<file path="config.mk">
export PLATFORM = sky130hd
export DESIGN_NAME = capture_controller_flat
export DESIGN_NICKNAME = d
export VERILOG_FILES = /design/src/rtl/scope_pkg.sv /design/src/rtl/capture_controller_if.sv /design/src/rtl/trig_detect.sv /design/src/rtl/capture_controller.sv /design/src/flat_wrapper.sv
export SDC_FILE = /design/constraint.sdc
export NUM_CORES = 1
export LEC_CHECK = 0
export ABC_AREA = 1
export BUFFER_PORTS_ARGS = -buffer_cell sky130_fd_sc_hd__buf_2
export CELL_PAD_IN_SITES_DETAIL_PLACEMENT = 1
export CELL_PAD_IN_SITES_GLOBAL_PLACEMENT = 1
export CORE_MARGIN = 2
export CORE_UTILIZATION = 41
export CTS_CLUSTER_SIZE = 8
export DETAILED_ROUTE_END_ITERATION = 8
export MAX_ROUTING_LAYER = met4
export PLACE_DENSITY_LB_ADDON = 0.1
export SLEW_MARGIN = 10
export SYNTH_ARGS = -nofsm -noshare
export SYNTH_HDL_FRONTEND = slang
export SYNTH_SLANG_ARGS = --single-unit
</file>
<file path="constraint.sdc">
create_clock -name clk -period 3.8 [get_ports clk]
set_input_delay 1.14 -clock clk [delete_from_list [all_inputs] [get_ports clk]]
set_output_delay 1.14 -clock clk [all_outputs]
set_load 0.05 [all_outputs]
</file>
<file path="src/rtl/scope_pkg.sv">
// Shared scope definitions: capture FSM encoding, ADC word layout and
// the trigger settings latched on arm.
package scope_pkg;

    localparam int unsigned SAMPLE_W = 32;
    localparam int unsigned CH_W     = 14;
    localparam int unsigned CH_A_MSB = 29;
    localparam int unsigned CH_A_LSB = 16;
    localparam int unsigned CH_B_MSB = 13;
    localparam int unsigned CH_B_LSB = 0;

    typedef enum logic [1:0] {
        ST_IDLE    = 2'd0,
        ST_ARMED   = 2'd1,
        ST_CAPTURE = 2'd2,
        ST_DRAIN   = 2'd3
    } state_t;

    typedef logic signed [CH_W-1:0] chan_t;

    typedef struct packed {
        logic  continuous;
        logic  ch;
        logic  rising;
        chan_t level;
    } trig_cfg_t;

endpackage

</file>
<file path="src/rtl/capture_controller_if.sv">
// Sample-stream, FIFO-side and control bundle of the capture controller.
// The slave modport is the controller's view; master is the surrounding logic.
interface capture_controller_if #(
    parameter int unsigned LEN_W = 10
);
    import scope_pkg::*;

    logic [SAMPLE_W-1:0] sample_in;
    logic                sample_valid;
    logic                fifo_full;
    logic                fifo_empty;
    logic                arm;
    logic                abort;
    logic                continuous;
    logic                trig_ch;
    logic                trig_rising;
    chan_t               trig_level;
    logic [LEN_W-1:0]    cap_len;
    logic [SAMPLE_W-1:0] fifo_din;
    logic                fifo_wr_en;
    logic                busy;
    logic                triggered;
    logic                overrun;

    modport master (
        output sample_in, sample_valid, fifo_full, fifo_empty, arm, abort,
               continuous, trig_ch, trig_rising, trig_level, cap_len,
        input  fifo_din, fifo_wr_en, busy, triggered, overrun
    );

    modport slave (
        input  sample_in, sample_valid, fifo_full, fifo_empty, arm, abort,
               continuous, trig_ch, trig_rising, trig_level, cap_len,
        output fifo_din, fifo_wr_en, busy, triggered, overrun
    );

endinterface

</file>
<file path="src/rtl/trig_detect.sv">
// Level-crossing detector: tracks the previous channel value while enabled
// and flags a crossing combinationally in the cycle of the qualifying sample.
module trig_detect
    import scope_pkg::*;
(
    input  logic                clk,
    input  logic                rst,
    input  logic                en,
    input  logic                ch,
    input  logic                rising,
    input  chan_t               level,
    input  logic [SAMPLE_W-1:0] sample,
    input  logic                valid,
    output logic                hit
);

    chan_t cur;
    chan_t prev;
    logic  primed;
    logic  unused_bits;

    assign cur = ch ? chan_t'(sample[CH_B_MSB:CH_B_LSB]) : chan_t'(sample[CH_A_MSB:CH_A_LSB]);
    assign unused_bits = ^{sample[SAMPLE_W-1:CH_A_MSB+1], sample[CH_A_LSB-1:CH_B_MSB+1]};

    // primed drops whenever disabled so the first sample after (re)arming only seeds prev
    always_ff @(posedge clk or posedge rst) begin
        if (rst) begin
            prev   <= '0;
            primed <= 1'b0;
        end else if (!en) begin
            primed <= 1'b0;
        end else if (valid) begin
            prev   <= cur;
            primed <= 1'b1;
        end
    end

    always_comb begin
        hit = 1'b0;
        if (en && valid && primed) begin
            if (rising) hit = (prev < level) && (level <= cur);
            else        hit = (prev > level) && (level >= cur);
        end
    end

endmodule

</file>
<file path="src/rtl/capture_controller.sv">
// Triggered capture sequencer between the ADC stream and the sample FIFO.
// Define CAPTURE_AUTO_TRIG_EN to force a trigger after TIMEOUT_SAMPLES armed samples.
module capture_controller
    import scope_pkg::*;
#(
    parameter int unsigned LEN_W           = 10,
    parameter int unsigned TIMEOUT_SAMPLES = 65535
) (
    input  logic                 clk,
    input  logic                 rst,
    capture_controller_if.slave  bus
);

    state_t           state;
    state_t           state_nxt;
    trig_cfg_t        cfg;
    logic [LEN_W-1:0] len_q;
    logic [LEN_W-1:0] remaining;
    logic [1:0]       drain_wait;
    logic             hit;
    logic             trig_c;
    logic             arm_c;
    logic             take_c;
    logic             write_c;
    logic             drop_c;

    assign arm_c = bus.arm && (bus.cap_len != '0);

    trig_detect u_trig (
        .clk    (clk),
        .rst    (rst),
        .en     (state == ST_ARMED),
        .ch     (cfg.ch),
        .rising (cfg.rising),
        .level  (cfg.level),
        .sample (bus.sample_in),
        .valid  (bus.sample_valid),
        .hit    (hit)
    );

`ifdef CAPTURE_AUTO_TRIG_EN
    localparam int unsigned TO_W = $clog2(TIMEOUT_SAMPLES + 1);
    logic [TO_W-1:0] to_cnt;
    logic            force_c;

    always_ff @(posedge clk or posedge rst) begin
        if (rst)                     to_cnt <= '0;
        else if (state != ST_ARMED)  to_cnt <= '0;
        else if (bus.sample_valid)   to_cnt <= to_cnt + 1'b1;
    end

    assign force_c = (state == ST_ARMED) && bus.sample_valid &&
                     (to_cnt == TO_W'(TIMEOUT_SAMPLES - 1));
    assign trig_c  = hit | force_c;
`else
    logic unused_timeout;
    assign unused_timeout = (TIMEOUT_SAMPLES == 0);
    assign trig_c = hit;
`endif

    always_ff @(posedge clk or posedge rst) begin
        if (rst) state <= ST_IDLE;
        else     state <= state_nxt;
    end

    always_comb begin
        state_nxt = state;
        if (bus.abort) begin
            state_nxt = ST_IDLE;
        end else begin
            case (state)
                ST_IDLE:    if (arm_c) state_nxt = ST_ARMED;
                ST_ARMED:   if (trig_c) state_nxt = (len_q == LEN_W'(1)) ? ST_DRAIN : ST_CAPTURE;
                ST_CAPTURE: if (bus.sample_valid && (remaining == LEN_W'(1))) state_nxt = ST_DRAIN;
                ST_DRAIN:   if ((drain_wait == 2'd0) && bus.fifo_empty)
                                state_nxt = cfg.continuous ? ST_ARMED : ST_IDLE;
                default:    state_nxt = ST_IDLE;
            endcase
        end
    end

    // A sample inside the capture window counts even when fifo_full drops it
    always_comb begin
        take_c = 1'b0;
        if (!bus.abort) begin
            case (state)
                ST_ARMED:   take_c = trig_c;
                ST_CAPTURE: take_c = bus.sample_valid;
                default:    take_c = 1'b0;
            endcase
        end
        write_c = take_c && !bus.fifo_full;
        drop_c  = take_c && bus.fifo_full;
    end

    always_ff @(posedge clk or posedge rst) begin
        if (rst) begin
            bus.fifo_din   <= '0;
            bus.fifo_wr_en <= 1'b0;
            bus.busy       <= 1'b0;
            bus.triggered  <= 1'b0;
            bus.overrun    <= 1'b0;
            cfg            <= '0;
            len_q          <= '0;
            remaining      <= '0;
            drain_wait     <= '0;
        end else begin
            bus.fifo_wr_en <= write_c;
            if (write_c) bus.fifo_din <= bus.sample_in;
            bus.busy      <= (state != ST_IDLE);
            bus.triggered <= (state == ST_CAPTURE) || (state == ST_DRAIN);

            if ((state == ST_IDLE) && arm_c && !bus.abort) begin
                len_q       <= bus.cap_len;
                cfg         <= '{continuous: bus.continuous, ch: bus.trig_ch,
                                 rising: bus.trig_rising, level: bus.trig_level};
                bus.overrun <= 1'b0;
            end else if (drop_c) begin
                bus.overrun <= 1'b1;
            end

            if (take_c) remaining <= (state == ST_ARMED) ? len_q - LEN_W'(1) : remaining - LEN_W'(1);

            // hold off the empty check until the final write has reached the FIFO flags
            if ((state_nxt == ST_DRAIN) && (state != ST_DRAIN)) drain_wait <= 2'd2;
            else if (drain_wait != 2'd0)                        drain_wait <= drain_wait - 2'd1;
        end
    end

endmodule

</file>
<file path="src/flat_wrapper.sv">
// flat-port wrapper written by rule: the top's interface ports become plain ports
module capture_controller_flat import scope_pkg::*;
#(
    parameter int unsigned LEN_W           = 10,
    parameter int unsigned TIMEOUT_SAMPLES = 65535
)
  (clk, rst, bus_sample_in, bus_sample_valid, bus_fifo_full, bus_fifo_empty, bus_arm, bus_abort, bus_continuous, bus_trig_ch, bus_trig_rising, bus_trig_level, bus_cap_len, bus_fifo_din, bus_fifo_wr_en, bus_busy, bus_triggered, bus_overrun);
  capture_controller_if #(.LEN_W(LEN_W)) bus_i ();
  input  logic clk;
  input  logic rst;
  input wire logic [$bits(bus_i.sample_in)-1:0] bus_sample_in;
  input wire logic [$bits(bus_i.sample_valid)-1:0] bus_sample_valid;
  input wire logic [$bits(bus_i.fifo_full)-1:0] bus_fifo_full;
  input wire logic [$bits(bus_i.fifo_empty)-1:0] bus_fifo_empty;
  input wire logic [$bits(bus_i.arm)-1:0] bus_arm;
  input wire logic [$bits(bus_i.abort)-1:0] bus_abort;
  input wire logic [$bits(bus_i.continuous)-1:0] bus_continuous;
  input wire logic [$bits(bus_i.trig_ch)-1:0] bus_trig_ch;
  input wire logic [$bits(bus_i.trig_rising)-1:0] bus_trig_rising;
  input wire logic [$bits(bus_i.trig_level)-1:0] bus_trig_level;
  input wire logic [$bits(bus_i.cap_len)-1:0] bus_cap_len;
  output wire logic [$bits(bus_i.fifo_din)-1:0] bus_fifo_din;
  output wire logic [$bits(bus_i.fifo_wr_en)-1:0] bus_fifo_wr_en;
  output wire logic [$bits(bus_i.busy)-1:0] bus_busy;
  output wire logic [$bits(bus_i.triggered)-1:0] bus_triggered;
  output wire logic [$bits(bus_i.overrun)-1:0] bus_overrun;
  assign bus_i.sample_in = bus_sample_in;
  assign bus_i.sample_valid = bus_sample_valid;
  assign bus_i.fifo_full = bus_fifo_full;
  assign bus_i.fifo_empty = bus_fifo_empty;
  assign bus_i.arm = bus_arm;
  assign bus_i.abort = bus_abort;
  assign bus_i.continuous = bus_continuous;
  assign bus_i.trig_ch = bus_trig_ch;
  assign bus_i.trig_rising = bus_trig_rising;
  assign bus_i.trig_level = bus_trig_level;
  assign bus_i.cap_len = bus_cap_len;
  assign bus_fifo_din = bus_i.fifo_din;
  assign bus_fifo_wr_en = bus_i.fifo_wr_en;
  assign bus_busy = bus_i.busy;
  assign bus_triggered = bus_i.triggered;
  assign bus_overrun = bus_i.overrun;
  capture_controller #(.LEN_W(LEN_W), .TIMEOUT_SAMPLES(TIMEOUT_SAMPLES)) u_core (.clk(clk), .rst(rst), .bus(bus_i));
endmodule
</file>
==> impl_metrics.ini <==
[timing]
post-route-period-util = 0.905
fmax_mhz = 291
finalClockSkew_ns = 0.00850
drv_slew = 0
rsz0062_at_grt = no
setup_tns_ns = 0
period_needed_ns = 3.44
worst_slew_pin_slew_ns = 0.785
finalSetupViolations = 0
maxSlewHeadroom = 0.476
holdWs_ns = 0.498
finalHoldViolations = 0

[power]
p_per_area_nw_per_um2 = 891
power_frac_seq = 0.313
p_int_mw = 2.89
power_frac_comb = 0.497
clkPwrFrac = 0.190
vdd_drop_max_mv = 0.302
swShare = 0.470
power.switching_mw = 2.57
leakagePower_nw = 3.31

[logic_synthesis]
synthFlopType = dfrtp_1
synth_area_um2 = 5070
synth_edf_count = 0
syn_avg_cell_area_um2 = 8.22
synth-seq-cells = 92
ys.warnings.count = 0
synth_cells = 617
async_flop_share = 1.00
syn-num-nets = 721
ys_seq_area_frac = 0.454
synth.distinct_cells = 36

[clocking]
h-tree-depth = 3
clk_latency_ns = 0.35
cts_tree = built
cts_resized = 0
root_buffer = clkbuf_16
post_cts_buffers = 0
cts_buffers = 9
holdBufCountCts = 0
clk_pin_slew_worst_paths_ns = 0.07
cts_buffer_depth = 2
cts.sinks = 92

[routing]
drt-pass1-iter-count = 4
routed_wirelength_mm = 14.3
remaining_drc_errors = 0
wl_per_cell_um = 16.0
drtIter0Drc = 203
vias_per_cell = 4.99
final_antenna_net_count = 0
num_vias = 4433

[critical_path]
worstPathArrival_ns = 3.67
crit_fanout = 26
path_class = input pin to register
crit_path_end_kind = register
critPathLaunchType = input pin
critPathRequiredTime_ns = 4.03

[outcome]
outcome = finished, final reports clean

[final_layout]
nets = 819
antennaDiodeCount = 0
register_area_um2 = 2300
final_common_cell = nand2_1
syn_to_final_growth_pct = 20.9
final_core_util = 0.508
drive_gt1_frac = 0.207
n_fill_cell = 1508
layout_common_cells = 172 x nand2_1, 101 x buf_2, 92 x o21ai_0, 92 x dfrtp_1, 70 x inv_1
multi_input_area_um2 = 2380

[grt]
grt_usage = 0.235
grt_pass1_vias = 4695
grt_pass1_wl_mm = 23.5
antenna_found_initial = 0
overflow = 0
grt_max_degree = 51

[min_path]
hold_path.class = register to register

[floorplan]
die_area_um2 = 13300
start_util = 0.420
rows = 40
die_y_um = 115
core-area_um2 = 12100
fp.dieW_um = 115
io_pins = 102

[place]
place.gp.congestion = 0.855
io_buffers = 101
dp_hpwl_mm = 10.9

[run]
cap_violations = 0
layout make-up:
type | instances | share of cell area
inverter | 72 | 0.0443
multi-input combinational | 430 | 0.389
sequential | 92 | 0.376
timing repair buffer | 110 | 0.102
tap | 168 | 0.0343
clock buffer | 9 | 0.0367
clock inverter | 7 | 0.0188
layer usage:
layer  global-route usage  share of wire  wire [um]
met3               0.0290          0.028        395
met4               0.0755          0.015        214
met5                    -              0          0
met1                0.314           0.49       7000
met2                0.372           0.47       6640
synth_stat cells (2+ instances only):
master / n / share of area
buf_6: 3 / 0.0067
clkbuf_2: 3 / 0.0030
nand3_1: 16 / 0.016
o21ai_0: 92 / 0.091
nand2_2: 11 / 0.014
inv_1: 71 / 0.053
o22ai_1: 2 / 0.0025
mux2i_1: 13 / 0.026
nand4_1: 6 / 0.0074
a22oi_1: 2 / 0.0030
clkbuf_1: 14 / 0.010
nor2_1: 30 / 0.022
xor2_1: 4 / 0.0069
nand2_1: 172 / 0.13
mux2_2: 2 / 0.0044
a21oi_1: 22 / 0.022
nand3_2: 2 / 0.0039
dfrtp_1: 92 / 0.45
nor4_1: 2 / 0.0025
nor3_1: 5 / 0.0049
ha_1: 38 / 0.094
sequential cells by signal (all words and copies together), names as in the netlist, 2 cells and up:
name and flops:
u_core.u_trig.prev 14, u_core.cfg 17, u_core.bus.fifo_din 32, u_core.drain_wait 2, u_core.remaining 10, u_core.state 2, u_core.len_q 10
logic make-up after synthesis:
group / count (synthesis) / share of synthesized area
and+or+nand+nor: 247 / 0.205
AOI/OAI and AO/OA: 126 / 0.132
buffers and inverters: 95 / 0.0785
DFF: 92 / 0.454
adders and majority gates: 38 / 0.0938
muxes: 15 / 0.0301
xor gates and xnor gates: 4 / 0.00691
power by group through the flow:
stage	clock [mW]	sequential (mW)	combinational (mW)
floorplan	0	2.23	1.42
global placement	0	1.70	2.61
detailed placement	0	1.72	2.72
CTS	1.06	1.71	2.74
global route	1.11	1.76	3.06
finish	1.04	1.71	2.71
metrics by stage:
stage | setup slack, ns | power, mW | std cells | cell area, um2
4_1_cts | 0.348 | 5.52 | 888 | 6120
2_1_floorplan | 0.268 | 3.65 | 617 | 5070
6_report | 0.360 | 5.46 | 888 | 6130
3_5_place_dp | 0.0580 | 4.44 | 872 | 5780
5_1_grt | 0.110 | 5.93 | 888 | 6130
3_3_place_gp | 0.233 | 4.31 | 872 | 5780
critical path, cell delays in order:
cell and delay (ns):
buf_2 0.11, mux2i_1 0.23, buf_4 0.18, ha_1 0.26, a21oi_1 0.18, o21ai_0 0.10
nor2_1 0.20, nand3_1 0.10, nand3_1 0.09, nand2_1 0.07, nand2_1 0.10, nand3_2 0.11
o21ai_2 0.10, nand2_4 0.18, buf_12 0.22, o21ai_0 0.22, nand2_1 0.08
final timing paths:
check	start	endpoint	slack (ns)	depth (start not counted)
min in group asynchronous	rst	u_core.remaining[5]	0.91	2
hold reg to reg	u_core.bus.fifo_din[13]	u_core.bus.fifo_din[13]	0.50	2
hold / removal	u_core.bus.fifo_din[13]	u_core.bus.fifo_din[13]	0.50	2
setup / recovery	bus_sample_in[11]	u_core.bus.fifo_din[17]	0.36	17
max in group asynchronous	rst	u_core.cfg[7]	2.17	3
setup reg to reg	u_core.cfg[15]	u_core.bus.fifo_din[17]	0.42	19
No activity file was read; power rests on OpenSTA's default activity.
